--- config.mk ---
export PLATFORM = sky130hd
export DESIGN_NAME = deser_queue
export DESIGN_NICKNAME = d
export VERILOG_FILES = /design/src/rtl/deser_queue.sv
export SDC_FILE = /design/constraint.sdc
export NUM_CORES = 1
export LEC_CHECK = 0
export CORE_ASPECT_RATIO = 0.8
export CORE_MARGIN = 4
export CORE_UTILIZATION = 25
export DETAILED_ROUTE_END_ITERATION = 10
export DONT_BUFFER_PORTS = 1
export PLACE_DENSITY = 0.48
export REMOVE_ABC_BUFFERS = 1
export SYNTH_ARGS = -nofsm -noshare
export SYNTH_HDL_FRONTEND = slang
export SYNTH_SLANG_ARGS = --single-unit
--- constraint.sdc ---
create_clock -name clock1M -period 3 [get_ports clock1M]
set_input_delay 0.75 -clock clock1M [delete_from_list [all_inputs] [get_ports clock1M]]
set_output_delay 0.75 -clock clock1M [all_outputs]
set_load 0.01 [all_outputs]
--- src/rtl/deser_queue.sv ---
// deser_queue: serial-to-word receive path. A WIDTH-bit deserializer hands
// completed words to a DEPTH-entry circular FIFO. Both halves run from
// clock1M and are paced by one-cycle clock enables from internal dividers.
//
// Optional feature macro: DESER_QUEUE_OVF_CNT_EN
//   When defined, adds ovf_count[15:0]. This saturating counter records
//   dropped words (DROP_ON_FULL=1) or FIFO ticks spent stalled (DROP_ON_FULL=0).
module deser_queue #(
    parameter int WIDTH        = 8,    // bits per word, 2..32
    parameter int DEPTH        = 8,    // FIFO entries, power of two, 2..64
    parameter int DES_DIV      = 10,   // clock1M cycles per deserializer tick
    parameter int FIFO_DIV     = 100,  // clock1M cycles per FIFO tick
    parameter int MSB_FIRST    = 1,    // 1: first bit lands in bit WIDTH-1
    parameter int DROP_ON_FULL = 0     // 1: discard pending word when full
) (
    input  logic                       clock1M,
    input  logic                       reset,
    input  logic                       data_in,
    input  logic                       write_in,
    input  logic                       dequeue_in,
    output logic [WIDTH-1:0]           data_out,
    output logic                       data_valid,
    output logic                       status_out,
    output logic [$clog2(DEPTH+1)-1:0] len_out,
    output logic                       full,
    output logic                       empty
`ifdef DESER_QUEUE_OVF_CNT_EN
    ,
    output logic [15:0]                ovf_count
`endif
);

    localparam int LEN_W   = $clog2(DEPTH + 1);
    localparam int PTR_W   = $clog2(DEPTH);
    localparam int BIT_W   = $clog2(WIDTH);
    localparam int DES_CW  = (DES_DIV  > 1) ? $clog2(DES_DIV)  : 1;
    localparam int FIFO_CW = (FIFO_DIV > 1) ? $clog2(FIFO_DIV) : 1;

    typedef enum logic {
        ST_ACCEPT  = 1'b0,
        ST_PENDING = 1'b1
    } des_state_t;

    // ------------------------------------------------------------------
    // Clock-enable generation
    // ------------------------------------------------------------------
    logic [DES_CW-1:0]  des_cnt;
    logic [FIFO_CW-1:0] fifo_cnt;
    logic               des_tick;
    logic               fifo_tick;

    assign des_tick  = (des_cnt  == DES_CW'(DES_DIV - 1));
    assign fifo_tick = (fifo_cnt == FIFO_CW'(FIFO_DIV - 1));

    // Deserializer divider: counts 0..DES_DIV-1, tick on the terminal count
    always_ff @(posedge clock1M) begin
        if (reset) begin
            des_cnt <= '0;
        end else if (des_tick) begin
            des_cnt <= '0;
        end else begin
            des_cnt <= des_cnt + DES_CW'(1);
        end
    end

    // FIFO divider: counts 0..FIFO_DIV-1, tick on the terminal count
    always_ff @(posedge clock1M) begin
        if (reset) begin
            fifo_cnt <= '0;
        end else if (fifo_tick) begin
            fifo_cnt <= '0;
        end else begin
            fifo_cnt <= fifo_cnt + FIFO_CW'(1);
        end
    end

    // ------------------------------------------------------------------
    // Deserializer control
    // ------------------------------------------------------------------
    des_state_t       state;
    des_state_t       state_next;
    logic [WIDTH-1:0] shift_reg;
    logic [WIDTH-1:0] shift_next;
    logic [WIDTH-1:0] pend_word;
    logic [BIT_W-1:0] bit_cnt;
    logic             capture;    // accept data_in this cycle
    logic             word_done;  // this capture completes the word
    logic             pop;        // FIFO read granted this cycle
    logic             push;       // pending word enters the FIFO this cycle
    logic             drop;       // pending word discarded this cycle
    logic [LEN_W-1:0] len_next;

    // State register for the ACCEPT/PENDING deserializer
    always_ff @(posedge clock1M) begin
        if (reset) begin
            state <= ST_ACCEPT;
        end else begin
            state <= state_next;
        end
    end

    // Next state, capture/hand-off strobes and FIFO grant decisions
    always_comb begin
        // NOTE: combinational blocks use blocking assignments, and every output gets a default first, so no latch is inferred.
        state_next = state;
        capture    = 1'b0;
        word_done  = 1'b0;
        push       = 1'b0;
        drop       = 1'b0;
        shift_next = (MSB_FIRST != 0) ? {shift_reg[WIDTH-2:0], data_in}
                                      : {data_in, shift_reg[WIDTH-1:1]};
        // The pop decision comes first so a full FIFO can accept the pending word in the same tick.
        pop        = fifo_tick && dequeue_in && !empty;

        case (state)
            ST_ACCEPT: begin
                if (des_tick && write_in) begin
                    capture = 1'b1;
                    if (bit_cnt == BIT_W'(WIDTH - 1)) begin
                        word_done  = 1'b1;
                        state_next = ST_PENDING;
                    end
                end
            end
            ST_PENDING: begin
                if (fifo_tick) begin
                    if (!full || pop) begin
                        push       = 1'b1;
                        state_next = ST_ACCEPT;
                    end else if (DROP_ON_FULL != 0) begin
                        drop       = 1'b1;
                        state_next = ST_ACCEPT;
                    end
                end
            end
            default: state_next = ST_ACCEPT;
        endcase
    end

    assign status_out = (state == ST_ACCEPT);

    // Shift register, bit counter and the word held while it waits for the FIFO
    always_ff @(posedge clock1M) begin
        if (reset) begin
            shift_reg <= '0;
            bit_cnt   <= '0;
            pend_word <= '0;
        end else if (capture) begin
            if (word_done) begin
                pend_word <= shift_next;
                shift_reg <= '0;
                bit_cnt   <= '0;
            end else begin
                shift_reg <= shift_next;
                bit_cnt   <= bit_cnt + BIT_W'(1);
            end
        end
    end

    // ------------------------------------------------------------------
    // Circular FIFO
    // ------------------------------------------------------------------
    logic [WIDTH-1:0] mem [DEPTH];
    logic [PTR_W-1:0] rd_ptr;
    logic [PTR_W-1:0] wr_ptr;

    // Occupancy after this cycle's push and pop
    always_comb begin
        len_next = len_out;
        case ({push, pop})
            2'b10:   len_next = len_out + LEN_W'(1);
            2'b01:   len_next = len_out - LEN_W'(1);
            default: len_next = len_out;
        endcase
    end

    // Storage write. When the FIFO is full and both push and pop occur, the
    // slot being read is overwritten only after the old entry has been read.
    always_ff @(posedge clock1M) begin
        // NOTE: the storage array has no reset. The pointers and len_out decide which entries are valid, and leaving the reset out lets it map onto RAM.
        if (push) begin
            mem[wr_ptr] <= pend_word;
        end
    end

    // Pointers, read port and registered occupancy flags
    always_ff @(posedge clock1M) begin
        if (reset) begin
            rd_ptr     <= '0;
            wr_ptr     <= '0;
            len_out    <= '0;
            full       <= 1'b0;
            empty      <= 1'b1;
            data_out   <= '0;
            data_valid <= 1'b0;
        end else begin
            data_valid <= pop;
            if (pop) begin
                data_out <= mem[rd_ptr];
                rd_ptr   <= rd_ptr + PTR_W'(1);
            end
            if (push) begin
                wr_ptr <= wr_ptr + PTR_W'(1);
            end
            len_out <= len_next;
            full    <= (len_next == LEN_W'(DEPTH));
            empty   <= (len_next == '0);
        end
    end

`ifdef DESER_QUEUE_OVF_CNT_EN
    // The pending word meets a full FIFO with no pop on a FIFO tick. With
    // DROP_ON_FULL=1 this is a discard; with DROP_ON_FULL=0 it is a stall.
    logic ovf_event;
    assign ovf_event = (state == ST_PENDING) && fifo_tick && full && !pop;

    // Saturating overflow/stall counter
    always_ff @(posedge clock1M) begin
        if (reset) begin
            ovf_count <= '0;
        end else if (ovf_event && (ovf_count != 16'hFFFF)) begin
            ovf_count <= ovf_count + 16'd1;
        end
    end
`endif

    // Keeps the otherwise unread discard strobe visible in lint
    logic unused_drop;
    assign unused_drop = drop;

endmodule

* Word-level counts from Yosys, hierarchy flattened
Memories as Yosys holds them, arrays and structs flattened. A register that Yosys moved wholly into a read port is not among the register bits.
Cells that the tools add are included.
** Word-level totals
- Flip-flop bits (word level) :: 43
- Latch bits :: 0
- Bits in writable memories :: 64
- Bits in read-only memories :: 0
- Input bits :: 5
- Output and inout port bits :: 16
- Word-level logic and storage cells :: 53
- Memories kept :: 1
** Operators by class
- Add/sub/neg operators :: 7
- Multipliers :: 0
- Div/mod/pow operators :: 0
- Order comparisons :: 0
- Equality and inequality tests :: 6
- Shift-type cells :: 0
- Multiplexer cells :: 16
- Bitwise logic cells :: 1
- Reduce and logical (&&, ||, !) cells :: 10
** Memories
- mem :: depth 8, bits a word 8, read ports 1, clocked after memory_dff 1, write ports 1, line 163 : logic [WIDTH-1:0] mem [DEPTH];
** Operators by type and width (count)
- 1-bit two-way mux :: 12
- 3-bit by 1-bit adder with 3-bit output, second input constant :: 3
- 4-bit by 1-bit adder with 4-bit output, second input constant :: 2
- 4-bit == test, second input constant :: 2
- 4-bit case mux with 2 select lines :: 1
- 7-bit by 1-bit adder with 7-bit output, second input constant :: 1
- 7-bit == test, second input constant :: 1
- 7-bit two-way mux :: 1
- 4-bit logical NOT :: 1
- 2-bit OR reduction :: 2
- 4-bit by 1-bit subtractor with 4-bit output, second input constant :: 1
- 3-bit == test, second input constant :: 1
- 1-bit logical AND :: 3
- 3-bit two-way mux :: 1
- 2-bit by 1-bit == test with 1-bit output, second input constant :: 1
- 2-bit == test, second input constant :: 1
- 1-bit logical NOT :: 2
- 1-bit case mux with 2 select lines :: 1
- 2-bit AND reduction :: 1
- 1-bit logical OR :: 1
- 1-bit NOT :: 1

* Depth between registers and ports, before layout
- Depth in word-level cells :: 10
- Depth in mapped cells :: 12
- Gate-level depth less buffers :: 10

* Least setup slack after synthesis
No wires, ideal clock.
- Path kind :: in2reg
- Start point :: input dequeue_in
- End point :: register empty
- Arrival :: 2.867 ns
- Path slack :: 0.047 ns
- Stages :: 10
- Cell sequence :: nor2b_1 and3_1 buf_2 ha_1 xor2_1 ha_1 a21oi_1 mux2i_1 mux2_2 a211oi_1
** On the way
- Word-level cells in the longest chain between the ends :: 9
- Elaborated cells between the ends (all ways) :: 10
- Classes of those cells :: 2 x eq/ne; 4 x mux; 4 x reduce/logical
** RTL lines
- from (decl) :: line 20 : input logic dequeue_in,
- 1-bit logical AND (*) (2 in a row) :: line 113 : pop = fifo_tick && dequeue_in && !empty;
- named net pop :: line 88 : logic pop;
- 1-bit logical OR :: line 127 : if (!full || pop) begin
- 1-bit two-way mux :: line 127
- 1-bit two-way mux :: line 126 : if (fifo_tick) begin
- 1-bit two-way mux :: line 115 : case (state)
- 2-bit by 1-bit == test with 1-bit output or 2-bit == test (tied branches) :: line 170 : case ({push, pop})
- 4-bit case mux with 2 select lines (*) :: line 170
- 4-bit logical NOT (*) :: line 207 : empty <= (len_next == '0);
- to (signal assigned) :: line 207
- to (decl) :: line 26 : output logic empty
Mark *: on every way through the listed nets, which the timed path passes. The rest lies on a longest branch.
A chain may end at the register's enable or synchronous reset.

* Worst setup path in the final report
- Start point :: register fifo_cnt[4]
- End point :: register empty
** On the way
- Word-level cells in the longest chain between the ends :: 10
- Elaborated cells between the ends (all ways) :: 11
- Classes of those cells :: 3 x eq/ne; 4 x mux; 4 x reduce/logical
** RTL lines
- from (decl) :: line 48 : logic [FIFO_CW-1:0] fifo_cnt;
- from (signal assigned) :: line 73 : fifo_cnt <= fifo_cnt + FIFO_CW'(1);
- 7-bit == test (*) :: line 53 : assign fifo_tick = (fifo_cnt == FIFO_CW'(FIFO_DIV - 1));
- 1-bit logical AND (2 in a row) :: line 113
- 1-bit logical OR :: line 127
- 1-bit two-way mux :: line 127
- 1-bit two-way mux :: line 126
- 1-bit two-way mux :: line 115
- 2-bit by 1-bit == test with 1-bit output or 2-bit == test (tied branches) :: line 170
- 4-bit case mux with 2 select lines (*) :: line 170
- 4-bit logical NOT (*) :: line 207
Every way passes the cells marked *; elsewhere a longest branch is shown, timed or not.

==> results.toml <==
[setup_path]
worst-path-max-fanout = 4
cp_data_arrival_time_ns = 3.07
crit_path_top_delay_cell = "sky130_fd_sc_hd__nor4b_4"
setup.worst_path.end_class = "flop"
max_stage_delay_ns = 0.44
cpMostUsedCell = "sky130_fd_sc_hd__ha_1"
timing_worst_setup_path_type = "reg2reg"
path_cells = "nor4b_4 -> and3_1 -> ha_1 -> xor2_1 -> ha_1 -> a21oi_1 -> mux2i_1 -> mux2_2 -> a211oi_1"
cp_data_required_time_ns = 3.31
worst_setup_path_start_kind = "flop"

[power_and_ir_drop]
total_power_mw = 3.56
powerDensity_nw_per_um2 = 644
leakage_nw = 2.02
vdd_ir_drop_max_mv = 0.469

[floorplanning]
die_h_um = 129
initial_core_util = 0.254
rows = 44
ioPinCount = 21
design.die.area_um2 = 20700
floorplan.die.width_um = 160
coreArea_um2 = 18100

[synthesis]
synth-async-reset-ratio = 0
most_frequently_used_flop_master_after_synthesis = "sky130_fd_sc_hd__edfxtp_1"
area_fraction_of_the_dominant_cell_type_after_synthesis = 0.418
yosys-mux-area-fraction = 0.125
synth_area_per_cell_um2 = 13.6
yosys.area_share.simple = 0.109
synth-seq-cells = 115
ys_types = 40
synthesis.instances = 338
synth_area_um2 = 4600
yosysWarningCount = 0
synthDominantAreaCellType = "sky130_fd_sc_hd__edfxtp_1"
ys_seq_area_frac = 0.639
synth-compound-area-share = 0.0574
synth_top_family_by_area = "multiplexers"
synth_enable_flop_cells = 64
synth_xor_xnor_area_share = 0.0209
ys_top_cells_by_area = "sky130_fd_sc_hd__edfxtp_1 42%, sky130_fd_sc_hd__dfxtp_1 22%, sky130_fd_sc_hd__mux4_2 7.8%"
synth_adder_area_share = 0.0272

[cts]
tritoncts.num_buffers = 17
clock_tree.htree_level_count = 4
cts_root_buf = "sky130_fd_sc_hd__clkbuf_16"
clkSlewWorstSetupHoldPaths_ns = 0.05
hold_buffers = 0
clk_path_buf_depth = 2
cts_tree = "done"
clock_latency_ns = 0.40
clkSinkCount = 115

[route]
drt.antenna.violating_nets = 0
drt-vias-per-instance = 4.38
detail_route.iter0.violations = 129
remaining_drc_errors = 0
detail_route.wl_per_cell_um = 14.5
vias = 2641
detailedRoute.firstPassIterationCount = 4
post_detailed_routing_wire_length_um = 8720

[layout]
layout.cells.most_common_list = "64 x sky130_fd_sc_hd__edfxtp_1, 51 x sky130_fd_sc_hd__dfxtp_1, 33 x sky130_fd_sc_hd__nor2_1"
multi_input_area_um2 = 1560
largest_registers = "mem: 64 flops, data_out: 8 flops, pend_word: 8 flops"
registers.top_by_ff_count = "mem"
register_area_um2 = 2940
fillers = 1786
num-nets-final = 375
mostFrequentLayoutCell = "sky130_fd_sc_hd__edfxtp_1"
largest_register_ffs = 64
drive_above_1_share = 0.172
area_growth_pct = 20.0
n_antenna_cell = 0

[timing]
final.hold.worst_slack_ns = 0.422
final.setup.worst_slack_ns = 0.241
fin_skew_ns = 0.00711
grt_setup_unrepaired = "no"
max-slew-margin-rel = 0.590
max_freq_ghz = 0.362
hold_viol = 0
shortest_period_the_worst_path_allows_ns = 2.76
tightest_slew_ns = 0.615
setup_viol = 0
finalCritPeriodShare = 0.920
maxSlewViolCount = 0

[global_routing]
grt_overflow_total = 0
total_routing_usage_gr = 0.0914
grt_pass1_vias = 2639
grt_first_pass_wirelength_um = 14300
grt_max_degree = 35
antenna_found_initial = 0

[placed_design]
place_worst_setup_slack_ns = 0.0115
port_buffers = 0
dp_hpwl_um = 5710
gpl.final_weighted_congestion = 0.691

[worst_hold_path]
min_path_type = "in2reg"

[run_status]
outcome = "finished clean"

[run]
max_cap_viol_count = 0
[metrics by stage]
step	util	std cells	setup TNS (ns)	cell area (um2)
after floorplan	-	321	-0.204	4530
after global placement	0.274	571	0	4970
after detailed placement	0.274	571	0	4970
after CTS	0.305	603	0	5520
after global routing	0.305	603	0	5520
final	0.305	603	0	5520
[power breakdown]
part | internal [mW] | leakage (nW) | switching, mW
registers | 1.66 | 1.12 | 0.00760
clock network | 1.25 | 0.270 | 0.626
logic | 0.00913 | 0.635 | 0.0124
total | 2.91 | 2.02 | 0.646
[path summary, 6_finish.rpt]
| kind | from | to | slack (ns) | cells past startpoint |
|---|---|---|---|---|
| setup / recovery | fifo_cnt[4] | empty | 0.24 | 9 |
| hold / removal | reset | len_out[2] | 0.42 | 1 |
| setup reg to reg | fifo_cnt[4] | empty | 0.24 | 9 |
| hold reg to reg | bit_cnt[2] | bit_cnt[2] | 0.45 | 2 |
[per-layer routing]
layer / part of all wire / vias up / track usage
met5: 0 / - / 0
met1: 0.46 / 1295 / 0.116
met2: 0.47 / 43 / 0.143
met4: 0.019 / 0 / 0.0439
met3: 0.051 / 12 / 0.0299
li1: - / 1291 / -
[repair_timing]
action | 4_1_cts | 5_1_grt
setup buffers | 0 | 0
endpoints found under the setup margin | 0 | 1
resized for setup | 0 | 1
[cell usage after synthesis (2+ instances only)]
master                      n
sky130_fd_sc_hd__a21oi_1   25
sky130_fd_sc_hd__and2_1     2
sky130_fd_sc_hd__and3_1     2
sky130_fd_sc_hd__buf_2      5
sky130_fd_sc_hd__clkbuf_1  10
sky130_fd_sc_hd__dfxtp_1   51
sky130_fd_sc_hd__edfxtp_1  64
sky130_fd_sc_hd__ha_1      10
sky130_fd_sc_hd__inv_1      7
sky130_fd_sc_hd__mux2_2     2
sky130_fd_sc_hd__mux2i_1   19
sky130_fd_sc_hd__mux4_2    16
sky130_fd_sc_hd__nand2_1   21
sky130_fd_sc_hd__nand2b_1   5
sky130_fd_sc_hd__nand3_1    5
sky130_fd_sc_hd__nand3b_1   9
sky130_fd_sc_hd__nand4_1    3
sky130_fd_sc_hd__nor2_1    33
sky130_fd_sc_hd__nor2b_1    2
sky130_fd_sc_hd__nor3_1     2
sky130_fd_sc_hd__nor3b_1    3
sky130_fd_sc_hd__o21ai_0   13
sky130_fd_sc_hd__or3_1      3
sky130_fd_sc_hd__xnor2_1    3
sky130_fd_sc_hd__xor2_1     8
[cell families (layout without fill, tap and decap cells)]
kind of cell / after synthesis / in the layout
buffers and inverters: 24 / 59
DFF: 115 / 115
xor gates and xnor gates: 11 / 11
and+or+nand+nor: 96 / 96
adders and majority gates: 10 / 10
muxes: 37 / 37
AOI/OAI and AO/OA: 45 / 45
[cell type report]
type | count | share of cell area
clock inverters | 8 | 0.0152
multi-input cells | 199 | 0.283
well taps | 230 | 0.0521
flip-flops and latches | 115 | 0.533
repair buffers | 20 | 0.0272
inverters | 7 | 0.00476
clock buffers | 24 | 0.0854
[worst max-delay path: cells and delay by family (launching register included)]
kind | cells | cell delay [ns]
AOI/OAI and AO/OA | 2 | 0.37
xor gates and xnor gates | 1 | 0.10
adders and majority gates | 2 | 0.45
DFF | 1 | 0.37
muxes | 2 | 0.66
and+or+nand+nor | 2 | 0.73
Power figures use the tool's default switching activity.
